==> src/rtl/mram_arbiter.sv <==
// mram_arbiter: CPU/DMA arbiter and fixed-length access sequencer for the 32 KiB MZ-80A RAM.
// Define MRAM_ARB_RR_EN for round-robin tie-breaking; otherwise the CPU has fixed priority.
module mram_arbiter #(
  parameter int ACC_CYC = 2,
  parameter int AW      = 15,
  parameter int DW      = 8
) (
  input  logic          clk,
  input  logic          rst_n,
  input  logic          cpu_req,
  input  logic          cpu_we,
  input  logic [AW-1:0] cpu_addr,
  input  logic [DW-1:0] cpu_wdata,
  output logic [DW-1:0] cpu_rdata,
  output logic          cpu_ack,
  input  logic          dma_req,
  input  logic          dma_we,
  input  logic [AW-1:0] dma_addr,
  input  logic [DW-1:0] dma_wdata,
  output logic [DW-1:0] dma_rdata,
  output logic          dma_ack,
  output logic [AW-1:0] ram_addr,
  output logic [DW-1:0] ram_din,
  input  logic [DW-1:0] ram_dout,
  output logic          ram_en,
  output logic          ram_we,
  output logic          busy
);

  typedef enum logic [1:0] {IDLE = 2'd0, ACCESS = 2'd1, ACK = 2'd2} state_t;
  localparam logic [3:0] CNT_LD = 4'(ACC_CYC - 1);

  state_t        state, state_nx;
  logic [3:0]    cnt, cnt_nx;
  logic          gnt, gnt_nx;  // granted port: 0 = CPU, 1 = DMA
  logic          win, any_req;
  logic [AW-1:0] addr_nx;
  logic [DW-1:0] din_nx, cpu_rdata_nx, dma_rdata_nx;
  logic          en_nx, we_nx, cpu_ack_nx, dma_ack_nx, busy_nx;

  assign any_req = cpu_req | dma_req;

`ifdef MRAM_ARB_RR_EN
  logic last;  // last granted port, same encoding as gnt

  assign win = dma_req & (~cpu_req | ~last);

  always_ff @(posedge clk or negedge rst_n) begin
    if (!rst_n)
      last <= 1'b1;
    else if (state == IDLE && any_req)
      last <= win;
  end
`else
  assign win = dma_req & ~cpu_req;
`endif

  always_comb begin
    state_nx     = state;
    cnt_nx       = cnt;
    gnt_nx       = gnt;
    addr_nx      = ram_addr;
    din_nx       = ram_din;
    en_nx        = ram_en;
    we_nx        = ram_we;
    cpu_rdata_nx = cpu_rdata;
    dma_rdata_nx = dma_rdata;
    cpu_ack_nx   = 1'b0;
    dma_ack_nx   = 1'b0;
    busy_nx      = busy;
    case (state)
      IDLE: begin
        if (any_req) begin
          state_nx = ACCESS;
          gnt_nx   = win;
          addr_nx  = win ? dma_addr  : cpu_addr;
          din_nx   = win ? dma_wdata : cpu_wdata;
          we_nx    = win ? dma_we    : cpu_we;
          en_nx    = 1'b1;
          busy_nx  = 1'b1;
          cnt_nx   = CNT_LD;
        end
      end
      ACCESS: begin
        if (cnt == 4'd0) begin
          if (!ram_we) begin
            if (gnt) dma_rdata_nx = ram_dout;
            else     cpu_rdata_nx = ram_dout;
          end
          en_nx      = 1'b0;
          we_nx      = 1'b0;
          cpu_ack_nx = ~gnt;
          dma_ack_nx = gnt;
          state_nx   = ACK;
        end else begin
          cnt_nx = cnt - 4'd1;
        end
      end
      ACK: begin
        busy_nx  = 1'b0;
        state_nx = IDLE;
      end
      default: begin
        state_nx = IDLE;
        en_nx    = 1'b0;
        we_nx    = 1'b0;
        busy_nx  = 1'b0;
      end
    endcase
  end

  always_ff @(posedge clk or negedge rst_n) begin
    if (!rst_n) begin
      state     <= IDLE;
      cnt       <= 4'd0;
      gnt       <= 1'b0;
      ram_addr  <= '0;
      ram_din   <= '0;
      ram_en    <= 1'b0;
      ram_we    <= 1'b0;
      cpu_rdata <= '0;
      dma_rdata <= '0;
      cpu_ack   <= 1'b0;
      dma_ack   <= 1'b0;
      busy      <= 1'b0;
    end else begin
      state     <= state_nx;
      cnt       <= cnt_nx;
      gnt       <= gnt_nx;
      ram_addr  <= addr_nx;
      ram_din   <= din_nx;
      ram_en    <= en_nx;
      ram_we    <= we_nx;
      cpu_rdata <= cpu_rdata_nx;
      dma_rdata <= dma_rdata_nx;
      cpu_ack   <= cpu_ack_nx;
      dma_ack   <= dma_ack_nx;
      busy      <= busy_nx;
    end
  end

endmodule
==> config.mk <==
export PLATFORM = sky130hd
export DESIGN_NAME = mram_arbiter
export DESIGN_NICKNAME = d
export VERILOG_FILES = /design/src/rtl/mram_arbiter.sv
export SDC_FILE = /design/constraint.sdc
export NUM_CORES = 1
export LEC_CHECK = 0
export ABC_AREA = 1
export BUFFER_PORTS_ARGS = -buffer_cell sky130_fd_sc_hd__buf_2
export CORE_ASPECT_RATIO = 1.2
export CORE_UTILIZATION = 44
export CTS_BUF_LIST = sky130_fd_sc_hd__clkbuf_8
export CTS_CLUSTER_DIAMETER = 30
export CTS_CLUSTER_SIZE = 20
export DETAILED_ROUTE_END_ITERATION = 10
export MAX_ROUTING_LAYER = met4
export PLACE_DENSITY = 0.79
export SYNTH_ARGS = -nofsm -noshare
export SYNTH_HDL_FRONTEND = slang
export SYNTH_SLANG_ARGS = --single-unit
==> constraint.sdc <==
create_clock -name clk -period 1.2 [get_ports clk]
set_input_delay 0.24 -clock clk [delete_from_list [all_inputs] [get_ports clk]]
set_output_delay 0.24 -clock clk [all_outputs]
set_load 0.01 [all_outputs]
-- After elaboration in Yosys (flattened, before gate mapping)
Index checks and enable logic that the tools add are counted.
Widths: inputs -> output; s select.
- register bits: 51
- bits of input ports: 60
- output and inout bits: 44
- word-level logic and storage cells: 54
- add/subtract/negate cells: 1
- eq/ne operators: 5
- multiplexer cells: 19
- bitwise gates (word level): 7
- reduce and logical (&&, ||, !) cells: 10
- operators by type and width (kind ; count):
    $mux 15 ; 1
    $mux 1 ; 8
    $mux 4 ; 2
    $mux 8 ; 1
    $pmux 4 s2 ; 1
    $reduce_and 4->1 ; 2
    $ne 2x2->1 const B ; 3
    $pmux 1 s3 ; 2
    $reduce_and 2->1 ; 3
    $reduce_and 3->1 ; 2
    $not 1->1 ; 5
    $logic_not 4->1 ; 1
    $mux 2 ; 2
    $pmux 2 s2 ; 1
    $sub 4x1->4 const B ; 1
    $eq 2x1->1 const B ; 1
    $eq 2x2->1 const B ; 1
    $logic_not 2->1 ; 1
    $pmux 1 s2 ; 1
    $reduce_bool 2->1 ; 1
    $and 1x1->1 ; 1
    $or 1x1->1 ; 1

-- Longest topological paths before layout
- depth in word-level cells: 5
- gate-level depth with buffers: 7
- depth with buffers taken out: 7

-- Worst setup path before layout
Ideal clock, no wire load.
- path type: reg2reg
- start point: register cnt[0]
- end point: register dma_rdata[0]
- setup time: 0.117 ns
- arrival: 1.143 ns
- data required time: 1.083 ns
- setup slack: -0.060 ns
- cell stages (with the launch flop): 8
- path buffers: 0
- period minus slack after synthesis: 1.260 ns
- cells stage by stage: dfrtp_1 -> inv_1 -> ha_1 -> nand2_2 -> nor2_4 -> nand2_1 -> nand2_1 -> nand2_1
- longest elaborated chain between the ends: 2
- ends and longest elaborated chain (item ; line ; source):
    from (decl) ; 34 ; logic [3:0] cnt, cnt_nx;
    from (signal assigned) ; 128 ; cnt <= cnt_nx;
    $logic_not 4->1 ; 85 ; if (cnt == 4'd0) begin
    $reduce_and 4->1 (no source line) ; - ;
    to (signal assigned) ; 135 ; dma_rdata <= dma_rdata_nx;
    to (decl) ; 20 ; output logic [DW-1:0] dma_rdata,
No other way between the ends.
A chain may end at the register's enable or synchronous reset.

-- Worst setup path in the final report
- start point: register state[1]
- end point: register ram_addr[1]
- longest elaborated chain between the ends: 2
- ends and longest elaborated chain (item ; line ; source):
    from (decl) ; 33 ; state_t state, state_nx;
    from (signal assigned) ; 127 ; state <= state_nx;
    $logic_not 2->1 ; 71 ; case (state)
    $reduce_and 2->1 (no source line) ; - ;
    to (signal assigned) ; 130 ; ram_addr <= addr_nx;
    to (decl) ; 22 ; output logic [AW-1:0] ram_addr,
No other way between the ends.

==> run metrics <==
Clock power frac=about a tenth; critical-path cell list=nor2_2 -> o21ai_4 -> inv_4 -> clkbuf_16 -> nor2_4 -> a21oi_2; internal power=0.00585 W; layout filler cell count=322; Mapped Area=2310 µm²; CTS root buf=clkbuf_8; Max Cap Viol=0; DP Cell Count=432; HPWL after DPL=between 4 and 5 mm; status=complete, but fails checks; post-route setup TNS=-2.65 ns; Die Span Y=81.4 µm; clock sinks=51; Syn Inst Count=256; Routed Wire Length=between 6 and 7 mm; NetSw=0.00418 W; Worst slew margin=just over 70%; H-Tree Depth=2; WS Path Type=reg2reg; Die X=approximately 68 µm; final number of setup-violating endpoints=45; Buf+Inv Stages, Crit Path=2; Rows=28; failing checks=setup timing; f_max=about 0.75 GHz; routability cong.=~0.8; Buffers on Ports=103; TritonCTS buffer count=5; placed instance area=between 3000 and 4000 µm²; Initial Util=46.5%; min Tclk post-route=1.33 ns; clock skew=0.0131 ns; GRT Overall Usage=22.1%; grt total ovfl=0; Finished Layout Cells=457; critical path capture point type=flip-flop; Final ANT Viol Nets=0; Core Area=4970 µm²; Worst-Skew Late Latency=0.31 ns; Avg WL per Cell=about 14 µm; initial antenna violation count=0; max-slew violations=0; synthesized net count=317; Logic pwr share=57.6%; DRC=0; CTS tree=built; Yosys reg bits=about 50; layout cell share with drive strength beyond 1=61.5%; DR pass1 iterations=4; total power=0.0100 W; nature of the critical path startpoint=flip-flop; Critical Path Fanout Max=8; vias in the first global route=2113; worst endpoint data arrival time=1.57 ns; worst-margin pin slew=0.442 ns; Final Util=74.6%; routed vias/inst=approximately 5.1; register area share after synthesis=between 50% and 60%; min-delay worst type=in2reg; Die ar.=5550 µm²; Clock Path Buffers=2; family with the most delay on the worst path=flip-flops; Area Growth Syn to Fin=60.7%; Mean Syn Cell Area=9.03 µm²; switching part of the total power=41.7%; slowest stage delay, CP=0.43 ns; Synth cell types=23; Worst path slowest cell=dfrtp_1; DRT iter0 DRCs=110; IO Pins=roughly 100; Pleak=1.76 nW; pin count of the biggest net entering global routing=52; Hold Vio Cnt, Final=0; power per cell area=~2700 nW/µm²; WP data required=1.44 ns; # nets final=between 400 and 500; Synthesis Warnings=0; Sequential Power Share=31.9%; final instance area=3710 µm²; RSZ-0062 raised after global routing=true; via count=2313; worst vdd ir=about 0.0015 V; clock slew at reported path FFs=approximately 0.090 ns; final worst-path setup slack=-0.127 ns; diode count=0; final period utilization=111%; first-pass GRT wire length=~9 mm
==> kinds of logic after synthesis <==
| family | count (synthesis) | share of synthesized area (%) |
|---|---|---|
| DFF | 51 | 55.2 |
| adders and majority gates | 1 | 0.541 |
| AOI/OAI and AO/OA | 55 | 15.3 |
| and+or+nand+nor | 126 | 23.2 |
| xor gates and xnor gates | 1 | 0.379 |
| buffers and inverters | 22 | 5.31 |
==> through the flow <==
stage / hold WS [ns] / setup slack, ns
3_5_place_dp: 0.252 / -0.0532
5_1_grt: 0.147 / -0.160
6_report: 0.153 / -0.127
2_1_floorplan: -0.0556 / 0.00280
4_1_cts: 0.145 / -0.0517
3_3_place_gp: 0.252 / -0.0215
==> cells in the final DEF (no fill, tap or decap), types with 2 or more instances in the layout <==
cell         n
a21oi_1      2
a21oi_2     42
a21oi_4      2
buf_12       6
buf_2      103
buf_4       25
buf_6        4
clkbuf_16    4
clkbuf_8     6
dfrtp_1     50
inv_1        4
inv_2        7
nand2_1     71
nand2_2      6
nand3_1      9
nor2_1       7
nor2_2       6
nor2_4      21
o21ai_1      4
==> registers in the layout, indices dropped and copies added, names as in the netlist <==
| name | cells |
|---|---|
| cpu_rdata | 8 |
| ram_addr | 15 |
| dma_ack | 1 |
| ram_we | 1 |
| busy | 1 |
| ram_en | 1 |
| gnt | 1 |
| cpu_ack | 1 |
| cnt | 4 |
| ram_din | 8 |
| state | 2 |
| dma_rdata | 8 |
==> power groups by stage <==
| stage | registers (W) | logic (W) | clock network (W) |
|---|---|---|---|
| after global placement | 0.00302 | 0.00398 | 0 |
| after floorplan | 0.00336 | 0.00200 | 0 |
| final | 0.00320 | 0.00578 | 0.00105 |
| after detailed placement | 0.00303 | 0.00412 | 0 |
| after CTS | 0.00301 | 0.00441 | 0.00108 |
| after global routing | 0.00330 | 0.00627 | 0.00114 |
==> per-layer routing <==
layer | share of wire (%) | up-vias | global-route usage (%)
met5 | 0 | - | -
li1 | - | 1107 | -
met3 | 6.6 | 14 | 4.49
met1 | 39 | 1086 | 25.5
met4 | 1.9 | 0 | 5.83
met2 | 52 | 106 | 38.4
==> layout make-up <==
class / count / area [µm²] / share of cell area [%]
sequential: 51 / 1280 / 34.4
multi-input combinational: 183 / 1240 / 33.4
timing repair buffer: 143 / 978 / 26.3
clock buffer: 6 / 82.6 / 2.22
tap: 60 / 75.1 / 2.02
inverter: 12 / 47.5 / 1.28
clock inverter: 2 / 13.8 / 0.371
==> path summary, 6_finish.rpt <==
kind,startpoint,end,slack (ns),depth (start not counted)
setup reg to reg,state[1]$_DFFE_PN0P_,ram_addr[1]$_DFFE_PN0P_,-0.13,6
max in group asynchronous,rst_n,ram_we$_DFFE_PN0P_,0.52,3
hold reg to reg,dma_rdata[5]$_DFFE_PN0P_,dma_rdata[5]$_DFFE_PN0P_,0.47,2
setup / recovery,state[1]$_DFFE_PN0P_,ram_addr[1]$_DFFE_PN0P_,-0.13,6
hold / removal,ram_dout[4],cpu_rdata[4]$_DFFE_PN0P_,0.15,3
min in group asynchronous,rst_n,busy$_DFFE_PN0P_,0.45,3
==> synthesized netlist by cell type <==
cell type | n | area share [%]
buf_4 | 1 | 0.32
nor3_4 | 1 | 0.70
o22ai_1 | 1 | 0.27
xor2_1 | 1 | 0.38
nor2_1 | 31 | 5.0
nor2_4 | 3 | 1.5
ha_1 | 1 | 0.54
o21ai_0 | 2 | 0.43
nand3_2 | 1 | 0.43
inv_2 | 5 | 0.81
inv_1 | 7 | 1.1
buf_6 | 4 | 1.9
o21ai_2 | 1 | 0.38
a21boi_0 | 1 | 0.32
a21oi_2 | 19 | 7.2
nand4_1 | 1 | 0.27
nand2_2 | 3 | 0.81
a21oi_1 | 27 | 5.8
nand3_1 | 10 | 2.2
o21ai_1 | 4 | 0.87
buf_2 | 5 | 1.1
dfrtp_1 | 51 | 55
nand2_1 | 76 | 12
==> worst min-delay path: cells and delay by family <==
kind          cells  cell delay [ns]
buf+inv           1             0.09
simple gates      2             0.10
==> timing repair <==
action                     in CTS  in global routing
cloned                          0                  4
gates resized for setup        11                 78
hold endpoints to repair       51                  0
hold buffers                    1                  0
buffers inserted                8                  5
pin swaps                      21                  9
setup endpoints to repair      46                 47
Power figures use the tool's default switching activity.
